--- src/rtl/rv32_mod_writeback.sv ---
// Writeback arbiter for an RV32 core: merges ALU and load-unit results onto one
// register-file write port and tracks registers awaiting load data.
module rv32_mod_writeback #(
    parameter bit ROUND_ROBIN = 1'b1
) (
    input  logic        clk,
    input  logic        reset,
    input  logic        alu_valid,
    input  logic [4:0]  alu_index,
    input  logic [31:0] alu_data,
    output logic        alu_ready,
    input  logic        mem_valid,
    input  logic [4:0]  mem_index,
    input  logic [31:0] mem_data,
    output logic        mem_ready,
    input  logic        issue_valid,
    input  logic [4:0]  issue_index,
    input  logic [4:0]  query0_index,
    input  logic [4:0]  query1_index,
    output logic        query0_busy,
    output logic        query1_busy,
    output logic [31:0] pending_mask,
    output logic [4:0]  write0_index,
    output logic [31:0] write0_data,
    output logic        write0_enable
);

    typedef enum logic {
        GRANT_ALU = 1'b0,
        GRANT_MEM = 1'b1
    } grant_e;

    grant_e      last_grant_q, last_grant_d;
    logic [31:0] pending_q, pending_d;
    logic [4:0]  wr_index_q, wr_index_d;
    logic [31:0] wr_data_q, wr_data_d;
    logic        wr_en_q, wr_en_d;
    logic        conflict_s;
    logic        grant_alu_s, grant_mem_s;
    logic [31:0] set_mask_s, clear_mask_s;

    // A register counts as busy while pending or while its value is still in the write stage.
    function automatic logic query_busy(input logic [4:0]  idx,
                                        input logic [31:0] pend,
                                        input logic        wen,
                                        input logic [4:0]  widx);
        logic busy;
        if (idx == 5'd0) begin
            busy = 1'b0;
        end else begin
            busy = pend[idx] | (wen & (widx == idx));
        end
        return busy;
    endfunction

    // Arbitration: single requester wins; on conflict MEM wins unless round-robin says ALU.
    always_comb begin
        conflict_s  = alu_valid & mem_valid;
        grant_alu_s = 1'b0;
        grant_mem_s = 1'b0;
        if (reset) begin
            grant_alu_s = 1'b0;
            grant_mem_s = 1'b0;
        end else if (conflict_s) begin
            if (ROUND_ROBIN && (last_grant_q == GRANT_MEM)) begin
                grant_alu_s = 1'b1;
            end else begin
                grant_mem_s = 1'b1;
            end
        end else begin
            grant_alu_s = alu_valid;
            grant_mem_s = mem_valid;
        end
    end

    // Next-state for grant history, scoreboard and the write stage.
    always_comb begin
        last_grant_d = last_grant_q;
        wr_index_d   = wr_index_q;
        wr_data_d    = wr_data_q;
        wr_en_d      = 1'b0;
        if (conflict_s && !reset) begin
            last_grant_d = grant_mem_s ? GRANT_MEM : GRANT_ALU;
        end else begin
            last_grant_d = last_grant_q;
        end

        set_mask_s   = (issue_valid && (issue_index != 5'd0)) ? (32'h1 << issue_index) : 32'h0;
        clear_mask_s = grant_mem_s ? (32'h1 << mem_index) : 32'h0;
        // Set is applied after clear so a same-cycle reissue keeps the register pending.
        pending_d    = ((pending_q & ~clear_mask_s) | set_mask_s) & 32'hFFFF_FFFE;

        if (grant_alu_s) begin
            wr_index_d = alu_index;
            wr_data_d  = alu_data;
            wr_en_d    = (alu_index != 5'd0);
        end else if (grant_mem_s) begin
            wr_index_d = mem_index;
            wr_data_d  = mem_data;
            wr_en_d    = (mem_index != 5'd0);
        end else begin
            wr_en_d    = 1'b0;
        end
    end

    // State registers with synchronous reset.
    always_ff @(posedge clk) begin
        if (reset) begin
            last_grant_q <= GRANT_ALU;
            pending_q    <= 32'h0;
            wr_index_q   <= 5'd0;
            wr_data_q    <= 32'h0;
            wr_en_q      <= 1'b0;
        end else begin
            last_grant_q <= last_grant_d;
            pending_q    <= pending_d;
            wr_index_q   <= wr_index_d;
            wr_data_q    <= wr_data_d;
            wr_en_q      <= wr_en_d;
        end
    end

    assign alu_ready     = grant_alu_s;
    assign mem_ready     = grant_mem_s;
    assign pending_mask  = pending_q;
    assign write0_index  = wr_index_q;
    assign write0_data   = wr_data_q;
    assign write0_enable = wr_en_q;
    assign query0_busy   = query_busy(query0_index, pending_q, wr_en_q, wr_index_q);
    assign query1_busy   = query_busy(query1_index, pending_q, wr_en_q, wr_index_q);

endmodule

--- config.mk ---
export PLATFORM = sky130hd
export DESIGN_NAME = rv32_mod_writeback
export DESIGN_NICKNAME = d
export VERILOG_FILES = /design/src/rtl/rv32_mod_writeback.sv
export SDC_FILE = /design/constraint.sdc
export NUM_CORES = 1
export LEC_CHECK = 0
export CORE_MARGIN = 1.5
export CORE_UTILIZATION = 67
export DETAILED_ROUTE_END_ITERATION = 10
export DONT_BUFFER_PORTS = 1
export GPL_TIMING_DRIVEN = 1
export PLACE_DENSITY = 0.83
export SYNTH_ARGS = -nofsm -noshare
export SYNTH_HDL_FRONTEND = slang
export SYNTH_SLANG_ARGS = --single-unit
--- constraint.sdc ---
create_clock -name clk -period 4.4 [get_ports clk]
set_input_delay 1.32 -clock clk [delete_from_list [all_inputs] [get_ports clk]]
set_output_delay 1.32 -clock clk [all_outputs]
set_load 0.05 [all_outputs]
==> results of run 1 <==
==> worst max-delay path: stages <==
cell and delay (ns):
mux4_2 0.31, inv_1 0.03, a2111oi_0 0.51, a311oi_1 0.11
a21oi_2 0.17, buf_4 0.21
==> logic make-up after synthesis <==
family	Yosys count	synth area share [%]
AO/OA/AOI/OAI	151	25.05
AND/OR/NAND/NOR	128	17.15
flip-flops	70	39.19
buffers and inverters	36	4.724
multiplexers	26	11.09
XOR/XNOR	11	2.694
other	1	0.1049
==> Yosys cell counts, drive strengths merged, types with 4 or more instances <==
library cell	n
nand2	78
nor2	10
clkbuf	10
inv	6
a21oi	68
mux2	4
dfxtp	70
nand2b	4
nor3b	5
xor2	8
a22oi	35
mux4	9
mux2i	13
buf	20
o21ai	34
nand3	6
==> cell type report <==
type / count / area share, %
clock buffer: 12 / 4.083
timing repair buffer: 9 / 1.778
multi-input combinational: 317 / 53.18
clock inverter: 4 / 1.185
sequential: 70 / 36.88
tap: 70 / 2.305
inverter: 6 / 0.5927
==> per-stage QoR <==
step	utilization (%)	std cells	instance area, µm²	setup slack (ns)	hold slack, ns
after detailed placement	70.03	472	3600	0.3991	0.6123
final	73.93	488	3800	0.4180	0.6307
after global routing	73.93	488	3800	0.3481	0.6894
after CTS	73.93	488	3800	0.3968	0.6278
after floorplan	-	423	3580	0.09167	0.5361
after global placement	70.03	472	3600	0.4718	0.5966
==> sequential cells by signal, summed over array words and instances (netlist names) <==
| name | flops |
|---|---|
| last_grant_q | 1 |
| pending_mask | 31 |
| write0_data | 32 |
| write0_enable | 1 |
| write0_index | 5 |
==> power by group through the flow <==
stage | logic, mW | clock network, mW | registers [mW]
2_1_floorplan | 0.137 | 0 | 0.803
3_3_place_gp | 0.137 | 0 | 0.810
3_5_place_dp | 0.141 | 0 | 0.811
4_1_cts | 0.141 | 0.522 | 0.796
5_1_grt | 0.157 | 0.556 | 0.800
6_report | 0.142 | 0.518 | 0.797
==> how the worst max path moves through the flow <==
stage | slack, ns | end | cells past startpoint | start
final | 0.42 | query0_busy | 6 | query0_index[0]
after floorplan | 0.09 | query1_busy | 6 | query1_index[1]
after global placement | 0.47 | query1_busy | 6 | query1_index[0]
after global routing | 0.35 | query0_busy | 6 | query0_index[0]
after detailed placement | 0.40 | query0_busy | 6 | query0_index[0]
after CTS | 0.40 | query0_busy | 6 | query0_index[0]
==> per-layer routing <==
layer	routed length (µm)	up-vias
li1	-	1527
met2	4606	234
met1	3517	1507
met3	1165	28
met4	238	0
met5	0	-
==> layout by cell type, fill, tap and decap left out, types with 2 or more instances in the layout <==
cell	synthesis	routed
a2111oi_0	2	2
a21oi_1	68	67
a22oi_1	35	35
a311oi_1	3	3
and3_1	2	2
and3b_1	2	2
buf_4	4	9
clkbuf_8	0	11
clkinv_2	0	3
dfxtp_1	70	70
inv_1	6	6
mux2_2	4	4
mux2i_1	13	13
mux4_1	5	5
mux4_2	4	4
nand2_1	78	78
nand2b_1	4	4
nand3_1	5	5
nand3b_1	3	3
nand4b_1	3	3
nand4bb_1	2	2
nor2_1	9	9
nor2b_1	3	3
nor3_1	3	3
nor3b_1	5	5
nor4_1	3	3
o21ai_0	34	34
xnor2_1	3	3
xor2_1	8	8
==> flow_metrics.py, run 1 <==
metrics = {
    "sta": {
        "fmax_mhz": 251.1,
        "setup_viol": 0,
        "relSlewSlack_pct": 47.33,
        "finalMaxSlewViolations": 0,
        "worst_pin_slew_ns": 0.7883,
        "period_share_pct": 90.50,
        "min_period_ns": 3.982,
        "fin_setup_tns_ns": 0,
        "hold_viol": 0,
        "rsz0062_at_grt": "no",
        "finalClockSkew_ns": 0.007804,
    },
    "setup_path": {
        "r2r_cells": 6,
        "cp-end-kind": "primary output",
        "worstPathRequired_ns": 3.08,
        "worst-r2r-setup-slack_ns": 2.45,
        "critPathArrivalTime_ns": 2.66,
        "worstReg2RegEnd": "write0_data[7]",
        "start_kind": "input port",
        "path_class": "in2out",
        "rr_startpoint": "last_grant_q",
        "critPathMaxFanout": 12,
    },
    "final_layout": {
        "multi_input_area_um2": 2021,
        "regArea_um2": 1401,
        "final_nets": 507,
        "drive_above_1_share_pct": 8.852,
        "n_antenna_cell": 0,
        "area_growth_pct": 6.263,
        "fillers": 414,
    },
    "clocking": {
        "clk_pin_slew_ns": 0.07,
        "root_buffer": "clkbuf_8",
        "postCtsHoldBufs": 0,
        "cts_resized": 0,
        "cts_tree": "yes",
        "cts_htree_levels": 3,
        "cts_setup_buffers": 0,
        "clkLatencyLatePin_ns": 0.33,
        "cts_max_path_buffers": 2,
        "cts_sinks": 70,
        "cts_buffers": 9,
    },
    "global_route": {
        "grt.busiest_layer": "met2",
        "grt_usage_pct": 32.59,
        "use_met1_pct": 39.39,
        "antenna_found_initial": 0,
        "grt_pass1_vias": 3087,
        "grtUsageMet2_pct": 54.41,
        "grt_pass1_wl_um": 15180,
        "grt_start_max_net_pins": 73,
        "grt-ovfl-total": 0,
        "grt.met3_usage_pct": 12.34,
    },
    "floorplanning": {
        "coreArea_um2": 5140,
        "rows": 26,
        "die_area_um2": 5784,
        "die_x_um": 76.06,
        "dieHeight_um": 76.06,
        "initial_core_util_pct": 69.57,
        "io_pins": 168,
    },
    "drt": {
        "drtAntennaViolNets": 0,
        "drc_errors": 0,
        "firstDrtPassIters": 6,
        "via_per_inst": 6.754,
        "wl_per_cell_um": 19.52,
        "wl_um": 9527,
        "dr.first_iter.drc_count": 341,
        "vias": 3296,
    },
    "synth": {
        "ys_warn_count": 0,
        "synthArstFlopShare_pct": 0,
        "synth_enable_flop_cells": 0,
        "synth.yosys.seq_area_share_pct": 39.19,
        "syn-num-nets": 517,
        "synth.largest_area_cell": "dfxtp_1",
        "synthCells": 423,
        "netlist_area_um2": 3576,
        "yosysTopAreaCellShare_pct": 39.19,
        "synthTopCellsByArea": "dfxtp_1 (39%), a21oi_1 (9.5%), nand2_1 (8.2%), a22oi_1 (7.3%), o21ai_0 (4.8%)",
        "synth_flop_cell": "dfxtp_1",
        "ys_ff_latch": 70,
        "post_synth.cell_area_avg_um2": 8.454,
        "synth_cell_type_count": 47,
    },
    "power": {
        "powerDensity_nw_per_um2": 383.5,
        "leakagePower_nw": 1.338,
        "seqPwrFrac_pct": 54.7,
        "peakVddDrop_uv": 441.9,
        "switching_power_mw": 0.4417,
        "total_power_mw": 1.457,
        "swShare_pct": 30.31,
        "p_comb_share_pct": 9.8,
        "clkPwrFrac_pct": 35.6,
        "internal_power_mw": 1.016,
    },
    "hold_path": {
        "min_delay_worst_endpoint": "last_grant_q",
        "hp-start": "last_grant_q",
        "whs_path_depth": 3,
        "hp-class": "reg2reg",
    },
    "placement": {
        "io_buffers": 0,
        "gp_congestion": 0.8959,
        "hpwlAfterDp_um": 7006,
    },
    "outcome": {
        "outcome": "finished clean",
    },
    "job": {
        "cap_violations": 0,
    },
}
(Power assumes the default switching activity.)
==> inputs of run 2 (changes only) <==
--- a/config.mk
+++ b/config.mk
@@ -7,6 +7,7 @@
 export LEC_CHECK = 0
 export CORE_MARGIN = 1.5
 export CORE_UTILIZATION = 67
+export CTS_CLUSTER_SIZE = 10
 export DETAILED_ROUTE_END_ITERATION = 10
 export DONT_BUFFER_PORTS = 1
 export GPL_TIMING_DRIVEN = 1
==> results of run 2 <==
Final layout, timing and power as in run 1 (identical DEF).
==> inputs of run 3 (changes only) <==
--- a/config.mk
+++ b/config.mk
@@ -5,7 +5,8 @@
 export SDC_FILE = /design/constraint.sdc
 export NUM_CORES = 1
 export LEC_CHECK = 0
-export CORE_MARGIN = 1.5
+export ABC_AREA = 1
+export CORE_MARGIN = 2
 export CORE_UTILIZATION = 67
 export CTS_CLUSTER_SIZE = 10
 export DETAILED_ROUTE_END_ITERATION = 10
==> flow_metrics.py, run 3 <==
metrics = {
    "floorplanning": {
        "rows": 28,
        "dieHeight_um": 80.97,
        "coreArea_um2": 5816,
        "die_x_um": 80.97,
        "die_area_um2": 6555,
        "io_pins": 168,
        "initial_core_util_pct": 68.24,
    },
    "drt": {
        "wl_um": 11590,
        "wl_per_cell_um": 16.56,
        "dr.first_iter.drc_count": 408,
        "drtAntennaViolNets": 0,
        "vias": 4260,
        "drc_errors": 0,
        "via_per_inst": 6.086,
        "firstDrtPassIters": 7,
    },
    "clocking": {
        "clkLatencyLatePin_ns": 0.35,
        "clk_pin_slew_ns": 0.06,
        "postCtsHoldBufs": 0,
        "cts_buffers": 9,
        "cts_setup_buffers": 0,
        "root_buffer": "clkbuf_8",
        "cts_max_path_buffers": 2,
        "cts_sinks": 70,
        "cts_tree": "yes",
        "cts_resized": 0,
        "cts_htree_levels": 3,
    },
    "setup_path": {
        "path_class": "in2out",
        "critPathMaxFanout": 20,
        "start_kind": "input port",
        "cp-end-kind": "primary output",
        "worstPathRequired_ns": 3.08,
        "critPathArrivalTime_ns": 2.42,
    },
    "global_route": {
        "grt_usage_pct": 34.96,
        "grtUsageMet2_pct": 59.50,
        "grt-ovfl-total": 0,
        "grt_pass1_wl_um": 17640,
        "grt.met3_usage_pct": 9.111,
        "antenna_found_initial": 0,
        "grt_pass1_vias": 3760,
        "use_met1_pct": 41.23,
        "grt_start_max_net_pins": 70,
        "grt.busiest_layer": "met2",
    },
    "synth": {
        "synth-xor-area-share_pct": 0.2207,
        "ys_top_cells_by_count": "nand2_1 (231), dfxtp_1 (70), nand3_1 (65)",
        "post-synth-top-count-cell": "nand2_1",
        "synth_simple_gate_area_share_pct": 36.89,
        "synth_flop_cell": "dfxtp_1",
        "synth_top_family_by_area": "simple AND/OR/NAND/NOR gates",
        "synth.yosys.seq_area_share_pct": 35.31,
        "syn-num-nets": 739,
        "synth-adder-area-share_pct": 0,
        "synth.largest_area_cell": "dfxtp_1",
        "yosysTopAreaCellShare_pct": 35.31,
        "synth-compound-area-share_pct": 16.52,
        "ys_warn_count": 0,
        "synth_cell_type_count": 27,
        "ys_ff_latch": 70,
        "synthTopCellsByArea": "dfxtp_1 (35%), nand2_1 (22%), nand3_1 (8.2%), a31oi_1 (5.7%), inv_1 (5.4%)",
        "synthMuxAreaShare_pct": 0,
        "synthArstFlopShare_pct": 0,
        "synthCells": 645,
        "netlist_area_um2": 3969,
        "post_synth.cell_area_avg_um2": 6.153,
        "synth_enable_flop_cells": 0,
    },
    "sta": {
        "setup_viol": 0,
        "hold_viol": 0,
        "finalClockSkew_ns": 0.01090,
        "setup_ws_ns": 0.6599,
        "fin_setup_tns_ns": 0,
        "relSlewSlack_pct": 42.04,
        "fmax_mhz": 267.4,
        "period_share_pct": 85.00,
        "worst_pin_slew_ns": 0.8682,
        "rsz0062_at_grt": "no",
        "min_period_ns": 3.740,
        "finalMaxSlewViolations": 0,
    },
    "final_layout": {
        "regArea_um2": 1401,
        "largest_reg_flops": 32,
        "final_cell_mix": "nand2_1 (231), dfxtp_1 (70), nand3_1 (65), inv_1 (57), o21ai_0 (40)",
        "instances_no_fill": 700,
        "n_antenna_cell": 0,
        "final_nets": 715,
        "mostFrequentLayoutCell": "nand2_1",
        "area_growth_pct": 2.365,
        "fillers": 555,
        "drive_above_1_share_pct": 3.520,
        "multi_input_area_um2": 2132,
    },
    "job": {
        "cap_violations": 0,
    },
    "hold_path": {
        "hp-class": "reg2reg",
    },
    "placement": {
        "hpwlAfterDp_um": 8572,
        "io_buffers": 0,
        "dp.cells": 685,
        "dp_slack_ns": 0.6866,
        "gp_congestion": 0.9586,
    },
    "outcome": {
        "outcome": "finished clean",
    },
    "power": {
        "peakVddDrop_uv": 416.7,
        "leakagePower_nw": 1.638,
        "powerDensity_nw_per_um2": 356.6,
    },
}
## run 3: changes by cell type in the layout (fill, tap and decap cells not counted), sizes merged, moves of 6 or more
cell / change
o21ai: +6
inv: +55
a22oi: -35
mux4: -9
mux2i: -13
nor2: +30
buf: -6
nand2: +153
xor2: -7
a21oi: -30
nand3: +60
a31oi: +35
## run 3: layout make-up
class	instances	area share [%]
Sequential cell	70	34.49
Multi-Input combinational cell	475	52.48
Clock inverter	4	1.201
Timing Repair Buffer	3	0.5544
Tap cell	75	2.310
Clock buffer	11	3.234
Inverter	62	5.728
## run 3: power breakdown
| part | switching (mW) | internal [mW] |
|---|---|---|
| clock | 0.237 | 0.258 |
| sequential | 0.122 | 0.662 |
| combinational | 0.113 | 0.0565 |
## run 3: kinds of logic (layout without fill, tap and decap cells)
logic type      count (synthesis)  in the layout
simple gates                  353            353
compound gates                120            120
buf+inv                       100             80
flops                          70             70
other cells                     1              1
xor+xnor                        1              1
## run 3: path summary, 6_finish.rpt
kind / startpoint / cells after the start / to / slack [ns]
worst max-delay path: query0_index[0] / 11 / query0_busy / 0.66
worst min-delay path: last_grant_q / 2 / last_grant_q / 0.49
worst max register to register: last_grant_q / 6 / write0_data[7] / 2.54
worst min register to register: last_grant_q / 2 / last_grant_q / 0.49
## run 3: critical path, cell delays in order
cell and delay, ns:
inv_1 0.29, nand2_1 0.11, nand3_1 0.09, nand2_1 0.05, nor2_1 0.07, nand2_1 0.05, nand2_1 0.05, nor2_1 0.04
nor2_1 0.10, nor2_1 0.05, buf_4 0.18
## run 3: layer usage
layer  up-vias  wire (µm)
met5         -          0
met3        32       1125
li1       2055          -
met2       246       5571
met4         0        325
met1      1927       4567
## run 3: per-stage QoR
step | area, µm² | util [%] | power [mW] | hold WS [ns]
4_1_cts | 4063 | 69.86 | 1.449 | 0.4891
2_1_floorplan | 3969 | - | 0.9571 | 0.4519
5_1_grt | 4063 | 69.86 | 1.502 | 0.5120
6_report | 4063 | 69.86 | 1.449 | 0.4880
3_3_place_gp | 3882 | 66.76 | 0.9615 | 0.4542
3_5_place_dp | 3882 | 66.76 | 0.9652 | 0.4693
